### src/rtl/prbs_burst_ctrl_if.sv
`default_nettype none
// ============================================================================
//  Module      : prbs_burst_ctrl_if
//  Description : Host / LFSR-datapath bundle for the PRBS burst controller.
//                Carries the host command and configuration pins together
//                with the generator control outputs.
//                  start, abort, poly_sel, seed, burst_len, inj_en, inj_idx,
//                  out_ready                    : host/downstream -> ctrl
//                  gen_load, gen_seed, gen_poly, gen_en, gen_inv,
//                  busy, done, bit_cnt          : ctrl -> host/LFSR
//                Modport master is the host side, slave is the controller.
//  Revision    : 1.0  initial release
// ============================================================================
interface prbs_burst_ctrl_if #(
    parameter int CNT_W  = 16,
    parameter int SEED_W = 31
);
    logic              start;
    logic              abort;
    logic [1:0]        poly_sel;
    logic [SEED_W-1:0] seed;
    logic [CNT_W-1:0]  burst_len;
    logic              inj_en;
    logic [CNT_W-1:0]  inj_idx;
    logic              out_ready;

    logic              gen_load;
    logic [SEED_W-1:0] gen_seed;
    logic [1:0]        gen_poly;
    logic              gen_en;
    logic              gen_inv;
    logic              busy;
    logic              done;
    logic [CNT_W-1:0]  bit_cnt;

    modport master (
        output start, abort, poly_sel, seed, burst_len, inj_en, inj_idx,
               out_ready,
        input  gen_load, gen_seed, gen_poly, gen_en, gen_inv, busy, done,
               bit_cnt
    );

    modport slave (
        input  start, abort, poly_sel, seed, burst_len, inj_en, inj_idx,
               out_ready,
        output gen_load, gen_seed, gen_poly, gen_en, gen_inv, busy, done,
               bit_cnt
    );
endinterface
`default_nettype wire

### src/rtl/prbs_burst_ctrl.sv
`default_nettype none
// ============================================================================
//  Module      : prbs_burst_ctrl
//  Description : Sequences a PRBS LFSR generator to emit bursts of
//                burst_len pseudo-random bits (0 = continuous) with
//                start/busy/done handshake, downstream backpressure and
//                optional single-bit error injection.
//  Ports       : clk    - clock, posedge
//                rst_n  - synchronous reset, active HIGH despite the name
//                bus    - prbs_burst_ctrl_if.slave (host config/handshake in,
//                         generator control and status out)
//  Revision    : 1.0  initial release
// ============================================================================
module prbs_burst_ctrl #(
    parameter int                 CNT_W        = 16,
    parameter int                 SEED_W       = 31,
    parameter logic [SEED_W-1:0]  DEFAULT_SEED = SEED_W'(1)
) (
    input  wire logic             clk,
    input  wire logic             rst_n,
    prbs_burst_ctrl_if.slave      bus
);

    localparam logic [1:0] S_IDLE = 2'd0;
    localparam logic [1:0] S_LOAD = 2'd1;
    localparam logic [1:0] S_RUN  = 2'd2;
    localparam logic [1:0] S_DONE = 2'd3;

    logic [1:0]        r_state;
    logic [1:0]        w_state_nxt;

    // Configuration captured on an accepted start
    logic [1:0]        r_poly;
    logic [SEED_W-1:0] r_seed;
    logic [CNT_W-1:0]  r_len;
    logic              r_inj_en;
    logic [CNT_W-1:0]  r_inj_idx;
    logic [CNT_W-1:0]  r_bit_cnt;

    logic              w_start_acc;
    logic              w_gen_en;
    logic              w_last_bit;
    logic [SEED_W-1:0] w_len_mask;
    logic [SEED_W-1:0] w_load_seed;

    assign w_start_acc = (r_state == S_IDLE) && bus.start;

    // Output bit is valid only when downstream can take it
    assign w_gen_en    = (r_state == S_RUN) && bus.out_ready;

    // Final bit of a finite burst is being emitted this cycle
    assign w_last_bit  = w_gen_en && (r_len != '0) &&
                         (r_bit_cnt == r_len - CNT_W'(1));

    // Only the low L bits form the LFSR state for the selected polynomial;
    // an all-zero state there would lock the LFSR up, so substitute a seed.
    always_comb begin
        w_len_mask = '0;
        case (r_poly)
            2'd0:    w_len_mask = SEED_W'(64'h0000_007F);
            2'd1:    w_len_mask = SEED_W'(64'h0000_7FFF);
            2'd2:    w_len_mask = SEED_W'(64'h007F_FFFF);
            default: w_len_mask = SEED_W'(64'h7FFF_FFFF);
        endcase
        w_load_seed = ((r_seed & w_len_mask) == '0) ? DEFAULT_SEED : r_seed;
    end

    always_comb begin
        w_state_nxt = r_state;
        case (r_state)
            S_IDLE: if (bus.start) w_state_nxt = S_LOAD;
            S_LOAD: w_state_nxt = bus.abort ? S_IDLE : S_RUN;
            S_RUN: begin
                // Abort takes priority over completion
                if (bus.abort)       w_state_nxt = S_IDLE;
                else if (w_last_bit) w_state_nxt = S_DONE;
            end
            S_DONE:  w_state_nxt = S_IDLE;
            default: w_state_nxt = S_IDLE;
        endcase
    end

    always_ff @(posedge clk) begin
        if (rst_n) begin
            r_state   <= S_IDLE;
            r_poly    <= '0;
            r_seed    <= '0;
            r_len     <= '0;
            r_inj_en  <= 1'b0;
            r_inj_idx <= '0;
            r_bit_cnt <= '0;
        end else begin
            r_state <= w_state_nxt;
            if (w_start_acc) begin
                r_poly    <= bus.poly_sel;
                r_seed    <= bus.seed;
                r_len     <= bus.burst_len;
                r_inj_en  <= bus.inj_en;
                r_inj_idx <= bus.inj_idx;
                r_bit_cnt <= '0;
            end else if (w_gen_en) begin
                // Wraps silently in continuous mode
                r_bit_cnt <= r_bit_cnt + CNT_W'(1);
            end
        end
    end

    assign bus.gen_load = (r_state == S_LOAD);
    assign bus.gen_seed = (r_state == S_LOAD) ? w_load_seed : '0;
    assign bus.gen_poly = r_poly;
    assign bus.gen_en   = w_gen_en;
    // Compared against the pre-increment count: index 0 is the first bit
    assign bus.gen_inv  = w_gen_en && r_inj_en && (r_bit_cnt == r_inj_idx);
    assign bus.busy     = (r_state == S_LOAD) || (r_state == S_RUN);
    assign bus.done     = (r_state == S_DONE);
    assign bus.bit_cnt  = r_bit_cnt;

endmodule
`default_nettype wire

### src/flat_wrapper.sv
// flat-port wrapper written by rule: the top's interface ports become plain ports
module prbs_burst_ctrl_flat 
#(
    parameter int                 CNT_W        = 16,
    parameter int                 SEED_W       = 31,
    parameter logic [SEED_W-1:0]  DEFAULT_SEED = SEED_W'(1)
)
  (clk, rst_n, bus_start, bus_abort, bus_poly_sel, bus_seed, bus_burst_len, bus_inj_en, bus_inj_idx, bus_out_ready, bus_gen_load, bus_gen_seed, bus_gen_poly, bus_gen_en, bus_gen_inv, bus_busy, bus_done, bus_bit_cnt);
  prbs_burst_ctrl_if #(.CNT_W(CNT_W), .SEED_W(SEED_W)) bus_i ();
  input  wire logic clk;
  input  wire logic rst_n;
  input wire logic [$bits(bus_i.start)-1:0] bus_start;
  input wire logic [$bits(bus_i.abort)-1:0] bus_abort;
  input wire logic [$bits(bus_i.poly_sel)-1:0] bus_poly_sel;
  input wire logic [$bits(bus_i.seed)-1:0] bus_seed;
  input wire logic [$bits(bus_i.burst_len)-1:0] bus_burst_len;
  input wire logic [$bits(bus_i.inj_en)-1:0] bus_inj_en;
  input wire logic [$bits(bus_i.inj_idx)-1:0] bus_inj_idx;
  input wire logic [$bits(bus_i.out_ready)-1:0] bus_out_ready;
  output wire logic [$bits(bus_i.gen_load)-1:0] bus_gen_load;
  output wire logic [$bits(bus_i.gen_seed)-1:0] bus_gen_seed;
  output wire logic [$bits(bus_i.gen_poly)-1:0] bus_gen_poly;
  output wire logic [$bits(bus_i.gen_en)-1:0] bus_gen_en;
  output wire logic [$bits(bus_i.gen_inv)-1:0] bus_gen_inv;
  output wire logic [$bits(bus_i.busy)-1:0] bus_busy;
  output wire logic [$bits(bus_i.done)-1:0] bus_done;
  output wire logic [$bits(bus_i.bit_cnt)-1:0] bus_bit_cnt;
  assign bus_i.start = bus_start;
  assign bus_i.abort = bus_abort;
  assign bus_i.poly_sel = bus_poly_sel;
  assign bus_i.seed = bus_seed;
  assign bus_i.burst_len = bus_burst_len;
  assign bus_i.inj_en = bus_inj_en;
  assign bus_i.inj_idx = bus_inj_idx;
  assign bus_i.out_ready = bus_out_ready;
  assign bus_gen_load = bus_i.gen_load;
  assign bus_gen_seed = bus_i.gen_seed;
  assign bus_gen_poly = bus_i.gen_poly;
  assign bus_gen_en = bus_i.gen_en;
  assign bus_gen_inv = bus_i.gen_inv;
  assign bus_busy = bus_i.busy;
  assign bus_done = bus_i.done;
  assign bus_bit_cnt = bus_i.bit_cnt;
  prbs_burst_ctrl #(.CNT_W(CNT_W), .SEED_W(SEED_W), .DEFAULT_SEED(DEFAULT_SEED)) u_core (.clk(clk), .rst_n(rst_n), .bus(bus_i));
endmodule
### config.mk
export PLATFORM = sky130hd
export DESIGN_NAME = prbs_burst_ctrl_flat
export DESIGN_NICKNAME = d
export VERILOG_FILES = /design/src/rtl/prbs_burst_ctrl_if.sv /design/src/rtl/prbs_burst_ctrl.sv /design/src/flat_wrapper.sv
export SDC_FILE = /design/constraint.sdc
export NUM_CORES = 1
export LEC_CHECK = 0
export ABC_CLOCK_PERIOD_IN_PS = 3000
export BUFFER_PORTS_ARGS = -buffer_cell sky130_fd_sc_hd__buf_4
export CORE_UTILIZATION = 52
export DETAILED_ROUTE_END_ITERATION = 10
export HOLD_SLACK_MARGIN = 0.08
export PLACE_DENSITY = 0.8
export RECOVER_POWER = 25
export SKIP_CTS_REPAIR_TIMING = 1
export SYNTH_ARGS = -nofsm -noshare
export SYNTH_HDL_FRONTEND = slang
export SYNTH_SLANG_ARGS = --single-unit
### constraint.sdc
create_clock -name clk -period 3 [get_ports clk]
set_input_delay 0.75 -clock clk [delete_from_list [all_inputs] [get_ports clk]]
set_output_delay 0.75 -clock clk [all_outputs]
set_load 0.005 [all_outputs]
# After elaboration in Yosys (flattened, before gate mapping)
# Cells that the tools add are included.
dict set report totals {
  mem_bits_ro 0
  mem_bits_rw 0
  register_bits 84
  n_memories 0
  in_bits 71
  wordCells 40
  out_inout_bits 54
  latch_bits 0
}
dict set report op_classes {
  magnitude_cmp 0
  n_addsub 2
  mul 0
  bitwise 1
  eq_ne 9
  shifts 0
  reduce_logical 13
  div 0
  muxes 8
}
# cell n
set op_table {}
lappend op_table {{$pmux 31 s3} 1}
lappend op_table {{$mux 31} 2}
lappend op_table {{$eq 16x16->1} 2}
lappend op_table {{$and 31x31->31} 1}
lappend op_table {{$logic_not 31->1} 1}
lappend op_table {{$add 16x1->16 const B} 1}
lappend op_table {{$reduce_bool 16->1} 1}
lappend op_table {{$sub 16x1->16 const B} 1}
lappend op_table {{$mux 2} 4}
lappend op_table {{$pmux 2 s4} 1}
lappend op_table {{$eq 2x2->1 const B} 3}
lappend op_table {{$logic_and 1x1->1} 6}
lappend op_table {{$eq 2x1->1 const B} 2}
lappend op_table {{$logic_not 2->1} 2}
lappend op_table {{$ne 3x2->1 const B} 1}
lappend op_table {{$ne 2x2->1 const B} 1}
lappend op_table {{$reduce_and 2->1} 1}
lappend op_table {{$reduce_or 2->1} 1}
lappend op_table {{$logic_or 1x1->1} 1}

# Longest topological paths before layout
# Gate-level depths: netlist of run 1.
dict set report depth {
  word_depth 7
  mapped_depth 11
  depth_no_buf 9
}

# Worst setup path before layout of run 1
# OpenSTA, ideal clock, no wires.
dict set report synth_timing {
  path_type {input to output}
  start {in bus_out_ready}
  end {out bus_gen_inv}
  t_arrival_ns 1.958
  path_stages 5
  required_ns 2.250
  path_slack_ns 0.292
  cell_sequence {and2_1 -> clkbuf_1 -> nand3_1 -> or4_1 -> nor4_1}
}
dict set report synth_via {
  elab_chain_cells 3
}
# item line_no
set synth_lines {}
lappend synth_lines {{start: declaration} flat_wrapper.sv:19} ;# input wire logic [$bits(bus_i.out_ready)-1:0] bus_out_ready;
lappend synth_lines {{$logic_and 1x1->1} prbs_burst_ctrl.sv:49} ;# assign w_gen_en = (r_state == S_RUN) && bus.out_ready;
lappend synth_lines {{net bus_gen_en} flat_wrapper.sv:23} ;# output wire logic [$bits(bus_i.gen_en)-1:0] bus_gen_en;
lappend synth_lines {{$logic_and 1x1->1 (2 in a row)} prbs_burst_ctrl.sv:113} ;# assign bus.gen_inv = w_gen_en && r_inj_en && (r_bit_cnt == r_inj_idx);
lappend synth_lines {{end: declaration} flat_wrapper.sv:24} ;# output wire logic [$bits(bus_i.gen_inv)-1:0] bus_gen_inv;
# The timed path passes the listed nets, and every way through them passes these cells.

# Final worst setup path of run 1
dict set report layout_timing {
  start {reg u_core.r_state[0]}
  end {out bus_gen_inv}
}
dict set report layout_via {
  elab_chain_cells 4
}
# item line_no
set layout_lines {}
lappend layout_lines {{start: declaration} prbs_burst_ctrl.sv:29} ;# logic [1:0] r_state;
lappend layout_lines {{start signal: assignment} prbs_burst_ctrl.sv:93} ;# r_state <= w_state_nxt;
lappend layout_lines {{$eq 2x2->1} prbs_burst_ctrl.sv:49}
lappend layout_lines {{$logic_and 1x1->1} prbs_burst_ctrl.sv:49}
lappend layout_lines {{$logic_and 1x1->1 (2 in a row)} prbs_burst_ctrl.sv:113}
# No other way between the ends.

==> results of run 1 <==
## Yosys cell counts, types with 2 or more instances
| master | count | area [µm²] |
|---|---|---|
| o22ai_1 | 3 | 18.8 |
| a31oi_1 | 3 | 18.8 |
| and2_1 | 8 | 50.1 |
| o21ai_0 | 11 | 55.1 |
| and4_1 | 2 | 17.5 |
| nand3_1 | 7 | 35.0 |
| nor4_1 | 10 | 62.6 |
| nand4_1 | 10 | 62.6 |
| mux2i_1 | 2 | 20.0 |
| and3_1 | 30 | 188 |
| buf_1 | 4 | 15.0 |
| inv_1 | 8 | 30.0 |
| buf_6 | 2 | 22.5 |
| clkbuf_1 | 32 | 120 |
| ha_1 | 7 | 87.6 |
| a21boi_0 | 2 | 15.0 |
| or3_1 | 4 | 25.0 |
| nor2_1 | 23 | 86.3 |
| xor2_1 | 26 | 228 |
| nor3_1 | 10 | 50.1 |
| xnor2_1 | 20 | 175 |
| nand2b_1 | 2 | 12.5 |
| a21oi_1 | 74 | 370 |
| buf_2 | 3 | 15.0 |
| nor2b_1 | 2 | 12.5 |
| dfxtp_1 | 84 | 1680 |
| nor4_2 | 2 | 25.0 |
| nand2_1 | 148 | 556 |
| o21a_1 | 2 | 15.0 |
| a211oi_1 | 3 | 22.5 |
## stage by stage
step | hold slack, ns | std cells | instance area (µm²) | setup slack, ns
6_report | 0.461 | 766 | 5370 | 0.138
5_1_grt | 0.497 | 766 | 5370 | 0.0310
4_1_cts | 0.461 | 766 | 5370 | 0.00666
3_5_place_dp | 0.451 | 753 | 5210 | 0.273
3_3_place_gp | 0.445 | 753 | 5210 | 0.240
2_1_floorplan | 0.437 | 559 | 4240 | 0.292
## worst max-delay path by stage
stage | startpoint | to | slack, ns | cells past startpoint
finish | u_core.r_state[0]$_SDFFE_PP0P_ | bus_gen_inv | 0.14 | 7
CTS | u_core.r_state[0]$_SDFFE_PP0P_ | bus_gen_inv | 0.007 | 7
global route | u_core.r_state[0]$_SDFFE_PP0P_ | bus_gen_inv | 0.03 | 7
global placement | bus_out_ready | bus_gen_inv | 0.24 | 6
detailed placement | bus_out_ready | bus_gen_inv | 0.27 | 6
floorplan | bus_out_ready | bus_gen_inv | 0.29 | 5
## cell families after synthesis
group                    count (synthesis)
buffers and inverters                   50
multiplexers                             2
XOR/XNOR                                46
adder cells (fa/ha/maj)                  7
flip-flops                              84
AO/OA/AOI/OAI                          105
AND/OR/NAND/NOR                        265
## registers in the layout, indices dropped and copies added (netlist names)
register and flops:
u_core.r_state 2, u_core.r_len 16, u_core.r_seed 31, u_core.r_inj_idx 16
u_core.bus.gen_poly 2, u_core.bus.bit_cnt 16, u_core.r_inj_en 1
## worst max-delay path, delay by kind of cell (launching register included)
| family | cells | cell delay, ns |
|---|---|---|
| adder cells (fa/ha/maj) | 1 | 0.19 |
| flip-flops | 1 | 0.36 |
| buffers and inverters | 2 | 0.24 |
| AND/OR/NAND/NOR | 4 | 0.98 |
## final cells by class
cell class,count,area [µm²]
inverter,8,30.0
timing repair buffer,134,1010
clock inverter,2,12.5
clock buffer,11,151
multi-input combinational,425,2360
sequential,84,1680
tap,102,128
fill,685,2440
## power by group
part	internal [W]	total [W]	leakage [nW]	switching [W]
combinational	0.000245	0.000536	1.58	0.000291
clock	0.000331	0.000706	0.0831	0.000375
sequential	0.00118	0.00125	0.687	0.0000656
## layer usage
metal / GRT usage [%] / part of all wire [%] / routed length [µm] / up-vias
li1: - / - / - / 2094
met1: 35.8 / 45 / 5050 / 1942
met2: 44.5 / 48 / 5290 / 135
met3: 3.98 / 5.5 / 609 / 17
met4: 8.98 / 1.6 / 176 / 0
met5: 0 / 0 / 0 / -
==> reports/metrics.csv, run 1 <==
metric,value,unit
worst slew pin tran,1.00,ns
fin crit period,2.86,ns
crit start category,flip-flop,
Final Setup Violations,0,
Max-slew headroom,33.2,%
FMAX,349,MHz
P_leak,2.35,nW
R2R Setup Slk,0.39,ns
clock-pin slew of the registers on the worst-case setup and hold paths,0.08,ns
CP Data Required Time,2.25,ns
via count,4188,
most frequent cells in the layout,"148 x nand2_1, 125 x buf_4, 84 x dfxtp_1",
Clock Path Buffers,2,
Antenna Nets Post-Route,0,
HP Start,u_core.r_inj_en$_SDFFE_PP0P_,
CP max FO,4,
CP cell instances,inv_2 -> ha_2 -> and2_1 -> nand3_1 -> or4_4 -> nor4_2 -> buf_4,
total grt overflow,0,
Mean Syn Cell Area,7.58,µm²
Avg WL per Cell,14.5,µm
pin count of the biggest net entering global routing,50,
RSZ-0062 raised after global routing,false,
ys async rst share,0,%
number of enable flip-flop cells after synthesis,0,
drt pass-1 iters,4,
#FFs+latches synth,84,
Die H,92.3,µm
num ports,125,
fraction of the yosys area taken by sequential cells,39.7,%
Slew Limit Fails,0,
Main synth FF type,dfxtp_1,
FF-to-FF path depth,9,
crit-path max cell delay,0.55,ns
CTS tree,built,
n_diodes,0,
Vias/cell,5.47,
Synth cell types,45,
synthesized netlist cell count,559,
clk sinks,84,
gpl congestion,0.900,
fraction of layout cells with a size suffix above 1,23.3,%
maxcap violations,0,
post-synthesis mux area share,0.473,%
# rows,32,
adder-cell share of the synthesized area,2.07,%
Skew-Pair Late Insertion Delay,0.35,ns
RR Startpoint,u_core.r_len[0]$_SDFFE_PP0P_,
largest family of logic cells by synthesized area,simple AND/OR/NAND/NOR gates,
PortBufs,124,
post-synthesis simple-gate area fraction,29.6,%
synthesis warning total,0,
setup TNS,0,ns
Starting DRT DRC Count,199,
"commonest non-fill, non-tap cell in the layout",nand2_1,
Tcrit/Tclk final,95.4,%
Clock Skew,0.0126,ns
GRT Util Overall,26.9,%
# DRC,0,
Setup CP Type,reg -> out,
WL final,11100,µm
H-tree Lvls,3,
worst hold path cell count,2,
Pwr per Cell Area,463,nW/µm²
first-pass GRT wire length,18500,µm
Final Hold Violating Endpoints,0,
Mapped Nets,637,
initial antenna violation count,0,
"Area growth, synth to finish",26.8,%
nets,740,
Mapped Area,4240,µm²
compound-cell area share of the yosys netlist,13.7,%
status,"finished, final reports clean",
RR Endpoint,u_core.r_state[1]$_SDFFE_PP0P_,
vias in the first global route,3942,
dpl hpwl,8120,µm
overall power,0.00249,W
Synth Area in XOR/XNOR,9.51,%
root buffer cell,clkbuf_8,
VDD IR max,0.337,mV
Initial Utilization,54.3,%
critical path data arrival time,2.11,ns
Worst Setup End Kind,primary output,
Hold Path End,u_core.r_inj_en$_SDFFE_PP0P_,
DIE AREA,8510,µm²
"Core Util, Final",68.8,%
TritonCTS buffer count,9,
Core ar.,7810,µm²
worst hold path class,reg -> reg,
CP max-delay cell,or4_4,
Die Wd,92.3,µm
Note: power is estimated with default switching activity, not from simulation.
==> inputs of run 2 (changes only) <==
--- a/config.mk
+++ b/config.mk
@@ -7,9 +7,11 @@
 export LEC_CHECK = 0
 export ABC_CLOCK_PERIOD_IN_PS = 3000
 export BUFFER_PORTS_ARGS = -buffer_cell sky130_fd_sc_hd__buf_4
+export CORE_MARGIN = 3
 export CORE_UTILIZATION = 52
 export DETAILED_ROUTE_END_ITERATION = 10
 export HOLD_SLACK_MARGIN = 0.08
+export MAX_ROUTING_LAYER = met4
 export PLACE_DENSITY = 0.8
 export RECOVER_POWER = 25
 export SKIP_CTS_REPAIR_TIMING = 1
==> constraint.sdc (replaced) <==
create_clock -name clk -period 3 [get_ports clk]
set_input_delay 0.75 -clock clk [delete_from_list [all_inputs] [get_ports clk]]
set_output_delay 0.75 -clock clk [all_outputs]
set_load 0.05 [all_outputs]
==> run 2 against run 1 <==
Sequential share of layout area decreased by 0.50 points. Clock power increased by 7.9%. Flip-flop and latch count unchanged. Sequential power about the same. Count of clock-buffer cells in the layout increased by 1. Largest power group unchanged. Register-to-register slack improved by 0.16 ns. Via count increased by 1.3%. Hold slack improved by 0.0092 ns. Critical path depth unchanged. Critical path type unchanged. Global-route usage decreased by 1.1 points. Non-clock buffer count increased by 6. Combinational power increased by 15%.
==> reports/metrics.csv, run 2 (same netlist as run 1, synthesis figures left out) <==
metric,value,unit,change
nets,746,,+0.81%
CP Data Required Time,2.25,ns,about the same
drt pass-1 iters,5,,+1
total grt overflow,0,,unchanged
"commonest non-fill, non-tap cell in the layout",nand2_1,,
first-pass GRT wire length,18200,µm,-1.6%
Vias/cell,5.47,,+0.14%
Clock Skew,0.0146,ns,+0.00199 ns
H-tree Lvls,3,,unchanged
"Design Area, Final",5470,µm²,+1.8%
worst hold path class,reg -> reg,,
RR Startpoint,u_core.r_len[0]$_SDFFE_PP0P_,,
"Core Util, Final",70.0,%,+1.2 points
Die Wd,96.3,µm,+4.3%
GRT Util Overall,25.8,%,-1.1 points
fill cell count,644,,-6.0%
Initial Utilization,54.3,%,unchanged
# rows,32,,unchanged
clock-pin slew of the registers on the worst-case setup and hold paths,0.08,ns,about the same
root buffer cell,clkbuf_8,,
"Area growth, synth to finish",29.0,%,
Largest register FFs,31,,unchanged
Non-Filler Instances,775,,+1.2%
Reg power frac,47.5,%,-2.6 points
DIE AREA,9270,µm²,+8.9%
Sw Ratio,31.7,%,+2.3 points
CP max FO,4,,unchanged
Skew-Pair Late Insertion Delay,0.35,ns,about the same
RSZ-0062 raised after global routing,false,,
fin crit period,2.88,ns,+0.0184 ns
placed cell areas,5270,µm²,+1.2%
combinational fraction of design power,23.5,%,+2.0 points
vias in the first global route,3780,,-4.1%
Clock Path Buffers,2,,unchanged
Tcrit/Tclk final,96.0,%,+0.61 points
via count,4243,,+1.3%
Power Internal,0.00179,W,+2.1%
Setup WS post-layout,0.119,ns,-0.0184 ns
Biggest register,u_core.r_seed,,
Die H,96.3,µm,+4.3%
Antenna Nets Post-Route,0,,unchanged
pre-CTS setup slack,0.0941,ns,-0.179 ns
FMAX,347,MHz,-0.64%
status,"finished, final reports clean",,
FF-to-FF path depth,9,,unchanged
WL final,11800,µm,+6.0%
Pwr per Cell Area,480,nW/µm²,+3.7%
Setup CP Type,reg -> out,,
TritonCTS buffer count,9,,unchanged
Starting DRT DRC Count,204,,+2.5%
num ports,125,,unchanged
crit start category,flip-flop,,
# DRC,0,,unchanged
n_diodes,0,,unchanged
dpl hpwl,8620,µm,+6.3%
Final Hold Violating Endpoints,0,,unchanged
worst slew pin tran,1.25,ns,+0.245 ns
HP Start,u_core.r_inj_idx[10]$_SDFFE_PP0P_,,
Avg WL per Cell,15.2,µm,+4.7%
Slew Limit Fails,0,,unchanged
VDD IR max,0.301,mV,-11%
CTS tree,built,,
Hold WS,0.470,ns,+0.00919 ns
Final Setup Violations,0,,unchanged
gpl congestion,0.863,,-4.1%
placed cell count,759,,+0.80%
Worst Setup End Kind,primary output,,
fraction of layout cells with a size suffix above 1,25.1,%,+1.8 points
initial antenna violation count,0,,unchanged
most frequent cells in the layout,"147 x nand2_1, 136 x buf_4, 82 x dfxtp_1",,
maxcap violations,0,,unchanged
P_leak,2.41,nW,+2.4%
Max-slew headroom,16.8,%,-16 points
Core ar.,7810,µm²,unchanged
clock power share,29.0,%,+0.6 points
worst hold path cell count,2,,unchanged
critical path data arrival time,2.13,ns,+0.02 ns
pin count of the biggest net entering global routing,46,,-8.0%
clk sinks,84,,unchanged
PortBufs,124,,unchanged
crit path from,u_core.r_state[0]$_SDFFE_PP0P_,,
switching pwr,0.000832,W,+14%
[run 2: cell types whose count changed in the layout (fill, tap and decap cells not counted), sizes merged]
cell	delta
clkbuf	-5
clkinv	+2
buf	+12
[run 2: final cells by class]
cell class | instances | area, µm² | share of cell area (%)
clock buffer | 12 | 165 | 3.02
clock inverter | 4 | 22.5 | 0.412
inverter | 8 | 30.0 | 0.549
multi-input combinational | 425 | 2380 | 43.5
sequential | 84 | 1680 | 30.8
tap | 102 | 128 | 2.33
timing repair buffer | 140 | 1060 | 19.4
[run 2: routing by layer]
layer  global-route usage, %  share of wire (%)  wire length [µm]  vias to the layer above
met5                       -                  0                 0                        -
met4                    8.53                1.6               191                        0
met3                    3.05                4.6               548                       21
met2                    42.0                 49              5830                      135
met1                    33.2                 44              5230                     1987
li1                        -                  -                 -                     2100
[run 2: power groups by stage]
| stage | Clock (W) | Sequential, W | Combinational (W) |
|---|---|---|---|
| 4_1_cts | 0.000772 | 0.00124 | 0.000615 |
| 2_1_floorplan | 0 | 0.00125 | 0.000425 |
| 5_1_grt | 0.000819 | 0.00126 | 0.000676 |
| 3_3_place_gp | 0 | 0.00127 | 0.000592 |
| 3_5_place_dp | 0 | 0.00127 | 0.000610 |
| 6_report | 0.000762 | 0.00125 | 0.000617 |
[run 2: through the flow]
step,TNS (ns),power (W)
CTS,-0.112,0.00263
global route,0,0.00275
finish,0,0.00262
floorplan,-0.0877,0.00168
detailed placement,0,0.00188
global placement,0,0.00186
[run 2: path summary, 6_finish.rpt]
check	end	slack, ns
hold reg to reg	u_core.r_inj_idx[10]$_SDFFE_PP0P_	0.47
setup / recovery	bus_gen_inv	0.12
setup reg to reg	u_core.r_state[1]$_SDFFE_PP0P_	0.55
hold / removal	u_core.r_inj_idx[10]$_SDFFE_PP0P_	0.47
[run 2: worst max-delay path, stage by stage (launching register included)]
cell	delay (ns)
dfxtp_1	0.35
inv_2	0.09
ha_2	0.19
and2_4	0.17
nand3_1	0.09
or4_4	0.54
nor4_4	0.16
buf_6	0.19
